--- config.mk ---
export PLATFORM = sky130hd
export DESIGN_NAME = lif_layer
export DESIGN_NICKNAME = d
export VERILOG_FILES = /design/src/rtl/lif_pkg.sv /design/src/rtl/lif_update.sv /design/src/rtl/lif_layer.sv
export SDC_FILE = /design/constraint.sdc
export NUM_CORES = 1
export LEC_CHECK = 0
export CAP_MARGIN = 20
export CORE_MARGIN = 2
export CORE_UTILIZATION = 42
export CTS_CLUSTER_SIZE = 20
export DETAILED_ROUTE_END_ITERATION = 16
export PLACE_DENSITY = 0.59
export SKIP_LAST_GASP = 1
export SLEW_MARGIN = 15
export SYNTH_ARGS = -nofsm -noshare
export SYNTH_HDL_FRONTEND = slang
export SYNTH_SLANG_ARGS = --single-unit
--- constraint.sdc ---
create_clock -name clk -period 18.4 [get_ports clk]
set_input_delay 4.6 -clock clk [delete_from_list [all_inputs] [get_ports clk]]
set_output_delay 4.6 -clock clk [all_outputs]
set_load 0.02 [all_outputs]
--- src/rtl/lif_pkg.sv ---
// lif_pkg: shared types and helpers for the time-multiplexed LIF layer.
//   state_e  - sweep FSM state encoding
//   sat_add  - unsigned add clamped to 2^w-1 (w <= 32)
package lif_pkg;

    typedef enum logic [1:0] {
        ST_IDLE  = 2'd0,
        ST_SWEEP = 2'd1,
        ST_DRAIN = 2'd2
    } state_e;

    // Unsigned add of two w-bit values, clamped to the w-bit maximum.
    function automatic logic [31:0] sat_add(input logic [31:0] a,
                                            input logic [31:0] b,
                                            input int unsigned w);
        logic [32:0] sum;
        logic [32:0] lim;
        sum = {1'b0, a} + {1'b0, b};
        lim = (33'd1 << w) - 33'd1;
        return (sum > lim) ? lim[31:0] : sum[31:0];
    endfunction

endpackage

--- src/rtl/lif_update.sv ---
// lif_update: combinational single-neuron leak/integrate/fire datapath.
//   u, acc    - current membrane and accumulated input current
//   u_next    - membrane after this timestep
//   fire      - neuron spikes this timestep
//   rc/rc_next- refractory counter, present only with LIF_REFRACTORY_EN
module lif_update
    import lif_pkg::*;
#(
    parameter int unsigned WIDTH        = 8,
    parameter int unsigned DECAY_SHIFT  = 1,
    parameter int unsigned THRESHOLD    = 32,
    parameter int unsigned REFRAC_STEPS = 2,
    parameter int unsigned RCW          = 2
) (
    input  logic [WIDTH-1:0] u,
    input  logic [WIDTH-1:0] acc,
`ifdef LIF_REFRACTORY_EN
    input  logic [RCW-1:0]   rc,
    output logic [RCW-1:0]   rc_next,
`endif
    output logic [WIDTH-1:0] u_next,
    output logic             fire
);

    localparam logic [WIDTH-1:0] THR = WIDTH'(THRESHOLD);

    // Elaboration-time parameter sanity.
    if (THRESHOLD >= (64'd1 << WIDTH) || REFRAC_STEPS > 65535 || RCW == 0) begin : g_bad_param
        $error("lif_update: THRESHOLD/REFRAC_STEPS out of range");
    end

    logic [WIDTH-1:0] v;

    always_comb begin
        // Leak then integrate; the add is carried at 33 bits and clamped.
        v      = WIDTH'(sat_add(32'(u >> DECAY_SHIFT), 32'(acc), WIDTH));
        fire   = (v >= THR);
        u_next = fire ? '0 : v;
`ifdef LIF_REFRACTORY_EN
        rc_next = fire ? RCW'(REFRAC_STEPS) : '0;
        // A refractory neuron is clamped at rest and cannot fire.
        if (rc != '0) begin
            u_next  = '0;
            fire    = 1'b0;
            rc_next = rc - RCW'(1);
        end
`endif
    end

endmodule

--- src/rtl/lif_layer.sv ---
// lif_layer: N_NEURONS leaky integrate-and-fire neurons sharing one update
// datapath. Events accumulate per neuron while idle; a tick sweeps all
// neurons in index order and emits spikes on a valid/ready port.
//   in_valid/in_ready/in_idx/in_current - input current events
//   tick                                - timestep strobe
//   spike_valid/spike_ready/spike_idx   - output spike events
//   step_done                           - pulse when a sweep finishes
//   overrun                             - pulse when a tick arrives mid-sweep
// Optional: define LIF_REFRACTORY_EN to build per-neuron refractory counters.
module lif_layer
    import lif_pkg::*;
#(
    parameter  int unsigned N_NEURONS    = 16,
    parameter  int unsigned WIDTH        = 8,
    parameter  int unsigned DECAY_SHIFT  = 1,
    parameter  int unsigned THRESHOLD    = 32,
    parameter  int unsigned REFRAC_STEPS = 2,
    localparam int unsigned IDXW         = $clog2(N_NEURONS)
) (
    input  logic             clk,
    input  logic             rst,
    input  logic             in_valid,
    output logic             in_ready,
    input  logic [IDXW-1:0]  in_idx,
    input  logic [WIDTH-1:0] in_current,
    input  logic             tick,
    output logic             spike_valid,
    input  logic             spike_ready,
    output logic [IDXW-1:0]  spike_idx,
    output logic             step_done,
    output logic             overrun
);

    localparam int unsigned RCW = (REFRAC_STEPS < 1) ? 1 : $clog2(REFRAC_STEPS + 1);

    if (N_NEURONS < 2 || DECAY_SHIFT >= WIDTH) begin : g_bad_param
        $error("lif_layer: N_NEURONS/DECAY_SHIFT out of range");
    end

    state_e           state_q, state_d;
    logic [IDXW-1:0]  sweep_idx_q, sweep_idx_d;
    logic [WIDTH-1:0] u_q   [N_NEURONS];
    logic [WIDTH-1:0] u_d   [N_NEURONS];
    logic [WIDTH-1:0] acc_q [N_NEURONS];
    logic [WIDTH-1:0] acc_d [N_NEURONS];
    logic             in_ready_q, in_ready_d;
    logic             spike_valid_q, spike_valid_d;
    logic [IDXW-1:0]  spike_idx_q, spike_idx_d;
    logic             step_done_q, step_done_d;
    logic             overrun_q, overrun_d;

    logic [WIDTH-1:0] upd_u_next;
    logic             upd_fire;

`ifdef LIF_REFRACTORY_EN
    logic [RCW-1:0]   rc_q [N_NEURONS];
    logic [RCW-1:0]   rc_d [N_NEURONS];
    logic [RCW-1:0]   upd_rc_next;
`endif

    // Shared neuron datapath, always looking at the neuron under the sweep pointer.
    lif_update #(
        .WIDTH        (WIDTH),
        .DECAY_SHIFT  (DECAY_SHIFT),
        .THRESHOLD    (THRESHOLD),
        .REFRAC_STEPS (REFRAC_STEPS),
        .RCW          (RCW)
    ) u_update (
        .u       (u_q[sweep_idx_q]),
        .acc     (acc_q[sweep_idx_q]),
`ifdef LIF_REFRACTORY_EN
        .rc      (rc_q[sweep_idx_q]),
        .rc_next (upd_rc_next),
`endif
        .u_next  (upd_u_next),
        .fire    (upd_fire)
    );

    // Next-state, storage update and output register logic.
    always_comb begin
        state_d       = state_q;
        sweep_idx_d   = sweep_idx_q;
        u_d           = u_q;
        acc_d         = acc_q;
`ifdef LIF_REFRACTORY_EN
        rc_d          = rc_q;
`endif
        in_ready_d    = in_ready_q;
        spike_valid_d = spike_valid_q;
        spike_idx_d   = spike_idx_q;
        step_done_d   = 1'b0;
        overrun_d     = tick && (state_q != ST_IDLE);

        // Output register drains whenever downstream accepts.
        if (spike_valid_q && spike_ready) begin
            spike_valid_d = 1'b0;
        end

        case (state_q)
            ST_IDLE: begin
                in_ready_d = 1'b1;
                if (in_valid && in_ready_q && (32'(in_idx) < N_NEURONS)) begin
                    acc_d[in_idx] = WIDTH'(sat_add(32'(acc_q[in_idx]), 32'(in_current), WIDTH));
                end
                if (tick) begin
                    state_d     = ST_SWEEP;
                    sweep_idx_d = '0;
                    in_ready_d  = 1'b0;
                end
            end
            ST_SWEEP: begin
                // A pending spike that is not being taken blocks the sweep.
                if (!(spike_valid_q && !spike_ready)) begin
                    u_d[sweep_idx_q]   = upd_u_next;
                    acc_d[sweep_idx_q] = '0;
`ifdef LIF_REFRACTORY_EN
                    rc_d[sweep_idx_q]  = upd_rc_next;
`endif
                    if (upd_fire) begin
                        spike_valid_d = 1'b1;
                        spike_idx_d   = sweep_idx_q;
                    end
                    if (sweep_idx_q == IDXW'(N_NEURONS - 1)) begin
                        state_d = ST_DRAIN;
                    end else begin
                        sweep_idx_d = sweep_idx_q + IDXW'(1);
                    end
                end
            end
            ST_DRAIN: begin
                // in_ready comes back one cycle after step_done via the IDLE branch.
                if (!spike_valid_q || spike_ready) begin
                    step_done_d = 1'b1;
                    state_d     = ST_IDLE;
                end
            end
            default: begin
                state_d = ST_IDLE;
            end
        endcase
    end

    always_ff @(posedge clk or posedge rst) begin
        if (rst) begin
            state_q       <= ST_IDLE;
            sweep_idx_q   <= '0;
            u_q           <= '{default: '0};
            acc_q         <= '{default: '0};
`ifdef LIF_REFRACTORY_EN
            rc_q          <= '{default: '0};
`endif
            in_ready_q    <= 1'b1;
            spike_valid_q <= 1'b0;
            spike_idx_q   <= '0;
            step_done_q   <= 1'b0;
            overrun_q     <= 1'b0;
        end else begin
            state_q       <= state_d;
            sweep_idx_q   <= sweep_idx_d;
            u_q           <= u_d;
            acc_q         <= acc_d;
`ifdef LIF_REFRACTORY_EN
            rc_q          <= rc_d;
`endif
            in_ready_q    <= in_ready_d;
            spike_valid_q <= spike_valid_d;
            spike_idx_q   <= spike_idx_d;
            step_done_q   <= step_done_d;
            overrun_q     <= overrun_d;
        end
    end

    assign in_ready    = in_ready_q;
    assign spike_valid = spike_valid_q;
    assign spike_idx   = spike_idx_q;
    assign step_done   = step_done_q;
    assign overrun     = overrun_q;

endmodule

**Word level (Yosys, flattened, before mapping)**

Cells that the tools add are included.

- Bits in registers: 270
- Bits in latches: 0
- Memory bits (writable): 0
- ROM bits: 0
- Bits of input ports: 17
- Output and inout port bits: 8
- Logic and storage cells: 117
- Memories: 0

- $add $sub $neg: 3
- $mul: 0
- Div/mod/pow operators: 0
- Order comparisons: 7
- Eq/ne operators: 9
- Shift-type cells: 0
- Mux-type cells: 37
- Bitwise logic cells: 5
- Reductions and logical operators: 17

Operators with widths:

| kind | number |
|---|---|
| bitwise mux 128 bit | 2 |
| 2-to-1 mux 128 bit | 2 |
| one-hot mux 128 bit (2 select lines) | 1 |
| bitwise AND 128 bit | 1 |
| inverter 128 bit | 1 |
| binary-select mux 8 bit (select 4 bit) | 3 |
| 2-to-1 mux 8 bit | 11 |
| demux 8 bit (select 4 bit) | 2 |
| > comparator 9 x 8 -> 1 bit, second input constant | 2 |
| 2-to-1 mux 4 bit | 3 |
| != test 2 bit, second input constant | 6 |
| >= comparator 5 bit, second input constant | 2 |
| less-than comparator 5 x 1 -> 1 bit, second input constant | 2 |
| inverter 4 -> 5 bit | 2 |
| adder 7 x 8 -> 9 bit | 1 |
| adder 8 x 8 -> 9 bit | 1 |
| >= comparator 8 x 6 -> 1 bit, second input constant | 1 |
| 2-to-1 mux 2 bit | 4 |
| one-hot mux 4 bit (2 select lines) | 1 |
| AND reduction 4 bit | 2 |
| 2-to-1 mux 1 bit | 7 |
| logical AND 1 bit | 6 |
| one-hot mux 2 bit (3 select lines) | 1 |
| AND reduction 3 bit | 2 |
| other kinds (10) | 12 |

**Logic depth before layout (Yosys ltp)**

- Depth after elaboration: 11
- Mapped depth: 14
- Depth with buffers taken out: 10

**Cells and area by module**

A second synthesis with hierarchy kept.

- Cell total of the unflattened synthesis: 966
- Area, all modules: 14,287.5 um^2

Modules (own cells, without submodules):

| module | times used | cells each | area each (um^2) | sequential area each (um^2) |
|---|---|---|---|---|
| lif_layer | 1 | 924 | 13,940.9 | 6,757.7 |
| lif_update | 1 | 42 | 346.6 | 0.0 |

**Least setup slack after synthesis**

OpenSTA, ideal clock, no wires.

- Path kind: input to register
- From: in in_idx[0]
- To: reg acc_q[21] (netlist bit)
- Library setup time: 0.121 ns
- Arrival: 8.589 ns
- Required time: 18.279 ns
- Slack: 9.690 ns
- Stages: 13
- Buffers on the path: 3
- Path through: clkbuf_1 -> buf_2 -> mux4_2 -> mux4_2 -> ha_1 -> fa_1 -> a21o_1 -> a21oi_1 -> o21bai_1 -> a2111oi_4 -> o22ai_1 -> clkbuf_1 -> a22o_1

- Longest elaborated chain between the ends: 10
- Elaborated cells on any way between the ends: 15
- Classes of those cells: 1 x add/sub; 3 x order compare; 9 x mux; 1 x bitwise; 1 x reduce/logical

RTL lines:

| element | RTL line | source |
|---|---|---|
| start, declared | lif_layer.sv:24 | `input logic [IDXW-1:0] in_idx,` |
| inverter 4 -> 5 bit (implied by the code) * | lif_layer.sv:103 | `acc_d[in_idx] = WIDTH'(sat_add(32'(acc_q[in_idx]), 32'(in_current), WIDTH));` |
| binary-select mux 8 bit (select 4 bit) | lif_layer.sv:103 |  |
| 2-to-1 mux 8 bit (implied by the code) (2 in series) | lif_layer.sv:103 |  |
| adder 8 x 8 -> 9 bit | lif_pkg.sv:18 | `sum = {1'b0, a} + {1'b0, b};` |
| > comparator 9 x 8 -> 1 bit | lif_pkg.sv:20 | `return (sum > lim) ? lim[31:0] : sum[31:0];` |
| 2-to-1 mux 8 bit | lif_pkg.sv:20 |  |
| bitwise mux 128 bit * | lif_layer.sv:103 |  |
| 2-to-1 mux 128 bit * | lif_layer.sv:102 | `if (in_valid && in_ready_q && (32'(in_idx) < N_NEURONS)) begin` |
| one-hot mux 128 bit (2 select lines) * | lif_layer.sv:99 | `case (state_q)` |
| end signal, assigned | lif_layer.sv:148 | `acc_q <= '{default: '0};` |
| end signal, assigned | lif_layer.sv:161 | `acc_q <= acc_d;` |
| end, declared | lif_layer.sv:44 | `logic [WIDTH-1:0] acc_q [N_NEURONS];` |

Every way passes the cells marked *; elsewhere a longest branch is shown, timed or not. The select of a mux whose other input is x is not followed.
A chain may end at the register's enable or synchronous reset.

**Worst setup path after layout**

- From: in in_idx[0]
- To: reg acc_q[40] (netlist bit)

Same word-level chain as after synthesis.

==> key figures <==
Global routing
  – Initial antenna violation count: 0
  – First-pass GRT wire length: 54.5 mm
  – Vias in the first global route: 8779
  – GRT overflow: 0
  – Gr usage total: 23.0%
  – Largest net degree at the start of global routing: 112

Power
  – Sw Ratio: 36.7%
  – Sequential Power Share: 35.6%
  – LEAKAGE: 6.24 nW
  – PD cells: 170 nW/um^2
  – Sw Pwr: 0.000896 W
  – Worst vdd ir: 73.3 uV
  – Pwr Total: 0.00244 W
  – Clock power frac: 26.0%
  – Combinational share of power: 38.4%
  – Int Power: 0.00154 W

Timing
  – Endpoints failing hold: 0
  – Unrepaired setup endpoints after global routing: no
  – Slew @ Worst Pin: 1.10 ns
  – Setup Skew: 0.0116 ns
  – Hold Worst Slack: 0.477 ns
  – # setup viols final: 0
  – Slew Viols, Final: 0
  – Tcrit/Tclk final: 46.5%
  – Max Freq: 117 MHz
  – Worst rel slew slack: 26.5%
  – Final min period: 8.56 ns
  – Final setup TNS: 0 ns

Worst setup path
  – Worst EP required: 18.82 ns
  – CP Capture Type: flip-flop
  – RR Endpoint: u_q[59]
  – Worst Path Arrival: 8.98 ns
  – Crit-path max FO: 37
  – FF-to-FF Start: sweep_idx_q[1]
  – Setup crit start kind: input port
  – FF-to-FF setup slack: 12.99 ns
  – Kind of critical path: in2reg
  – Length in cells of the worst reg-to-reg path: 11

Clock tree
  – Worst-path clk slew: 0.06 ns
  – Cts bufs inserted: 28
  – # H-tree levels: 1
  – Clock buffer depth: 3
  – CTS tree: yes
  – CTS-repair resized insts: 0
  – Clock net sink count: 254
  – Post-CTS Hold Fix Bufs: 0
  – Post-CTS setup repair buffer count: 0
  – Clock latency on the worst-skew pair: 0.54 ns
  – Root buf cell: clkbuf_16

Final layout
  – Share of cells above drive strength 1: 20.0%
  – N_diodes: 0
  – Area growth syn-to-layout: 13.1%
  – Fin area: 14300 um^2
  – Commonest cells after routing, fill and taps aside: 251 x dfrtp_1, 131 x a22o_1, 114 x mux4_2
  – Commonest non-fill, non-tap cell in the layout: dfrtp_1
  – Post-layout net count: 1003

Worst hold path
  – Hold path endpoint: u_q[113]
  – HP Class: reg2reg
  – Hold path startpoint: u_q[113]
  – Hold depth: 2

Routing
  – WL per Instance: 25.4 um
  – ANT nets after route: 0
  – First-pass iteration count of the detailed router: 7
  – Starting DRT DRC Count: 757
  – Final WL: 35.0 mm
  – # DRC: 0
  – Detailed-route vias per instance: 6.21
  – Routed via count: 8548

Logic synthesis
  – Primary FF master, synth: dfrtp_1
  – Syn. warnings: 0
  – Post-Syn Area: 12700 um^2
  – Ys async rst share: 100%
  – Number of flops mapped to enable cells by yosys: 0
  – Sequential cell area fraction in the yosys report: 50.1%
  – Mean Syn Cell Area: 13.2 um^2
  – Net count after synthesis: 1001
  – Mapped Cells: 963
  – Yosys cell types: 48
  – FF+latch count, synth: 254

Floorplanning
  – Die height: 178 um
  – Die area: 31600 um^2
  – I/O Pins: 25
  – Site row count: 63
  – Core area: 29700 um^2
  – Initial core utilization: 42.7%
  – Die Width: 178 um

Run status
  – Run status: complete, no violations

Place
  – GPL Wtd Cong: 0.842
  – I/O Buffers: 24
  – Post-DP HPWL: 22.2 mm
  – Placed Area: 13300 um^2

Flow run
  – Maxcap violations: 0
==> stage by stage <==
step                instances  worst slack, ns  util (%)
floorplan                 963             6.82         -
global placement         1324             9.35      44.6
detailed placement       1325             9.29      44.7
CTS                      1377             9.86      48.2
global route             1377             9.56      48.3
finish                   1377             9.84      48.3
==> how the worst max path moves through the flow <==
| stage | start | to | slack [ns] | cells past startpoint |
|---|---|---|---|---|
| 4_1_cts | in_idx[0] | acc_q[4] | 9.86 | 12 |
| 2_1_floorplan | rst | acc_q[0] | 6.82 | 1 |
| 3_5_place_dp | in_idx[0] | acc_q[124] | 9.29 | 12 |
| 3_3_place_gp | in_idx[0] | acc_q[44] | 9.35 | 12 |
| 5_1_grt | in_idx[0] | acc_q[40] | 9.56 | 13 |
| 6_report | in_idx[0] | acc_q[40] | 9.84 | 13 |
==> critical path: stages <==
cell and delay [ns]:
buf_2 0.08, buf_4 0.59, mux4_2 0.58, mux4_2 0.50, ha_1 0.23, fa_1 0.43, a21o_1 0.18, a21oi_1 0.25
o21bai_1 0.16, a2111oi_4 0.55, o21bai_1 0.34, buf_4 0.28, a22o_1 0.21
==> power groups by stage <==
stage               Sequential (W)  Combinational, W  Clock [W]
global route              0.000892           0.00101   0.000666
floorplan                 0.000808          0.000705          0
CTS                       0.000867          0.000931   0.000643
detailed placement        0.000874          0.000927          0
finish                    0.000868          0.000937   0.000634
global placement          0.000870          0.000915          0
==> cells by family (layout without fill, tap and decap cells) <==
kind of cell    after synthesis  in the layout  share of synthesized area, %
fa+ha+maj                    21             21                          2.19
flops                       254            254                          50.1
xor+xnor                     10             10                         0.750
simple gates                227            227                          8.71
buf+inv                      74             98                          2.30
mux                         120            120                          20.9
compound gates              257            257                          15.1
==> per-layer routing <==
metal	track usage (%)	share of wire, %	routed length [um]
met1	34.9	46	16000
met2	33.0	44	15200
met3	5.68	8.5	2970
met4	6.22	2.2	767
met5	0	0	0
==> Yosys cell counts, types with 3 or more instances <==
master / count / share of area [%]
ha_1: 19 / 1.9
nor2b_1: 8 / 0.39
xor2_1: 4 / 0.28
nor2_1: 23 / 0.68
a21o_1: 4 / 0.24
inv_1: 6 / 0.18
buf_1: 12 / 0.36
xnor2_1: 5 / 0.35
dfrtp_1: 253 / 50
nand2_1: 97 / 2.9
a211oi_1: 6 / 0.36
and3_1: 5 / 0.25
a21oi_1: 14 / 0.55
nand3b_1: 3 / 0.18
buf_2: 5 / 0.20
a22o_1: 131 / 9.0
mux4_2: 114 / 20
nand2b_1: 5 / 0.25
mux2_4: 4 / 0.47
o21ai_0: 78 / 3.1
nand4_1: 6 / 0.30
o21ai_1: 3 / 0.12
a32o_1: 3 / 0.24
o21bai_1: 5 / 0.30
nand3_1: 21 / 0.83
and2_1: 52 / 2.6
clkbuf_1: 50 / 1.5
==> final cells by class <==
| type | instances | area [um^2] |
|---|---|---|
| tap | 390 | 488 |
| fill | 2588 | 15400 |
| multi-input combinational | 635 | 6050 |
| sequential | 254 | 6360 |
| clock buffer | 44 | 892 |
| clock inverter | 8 | 170 |
| timing repair buffer | 40 | 354 |
| inverter | 6 | 30.0 |
==> flip-flops by register name (all words and copies together), names as in the netlist <==
| name | count |
|---|---|
| acc_q | 128 |
| u_q | 112 |
| spike_idx | 4 |
| sweep_idx_q | 4 |
| state_q | 2 |
| in_ready | 1 |
| overrun | 1 |
| spike_valid | 1 |
| step_done | 1 |
(Power assumes the default switching activity.)
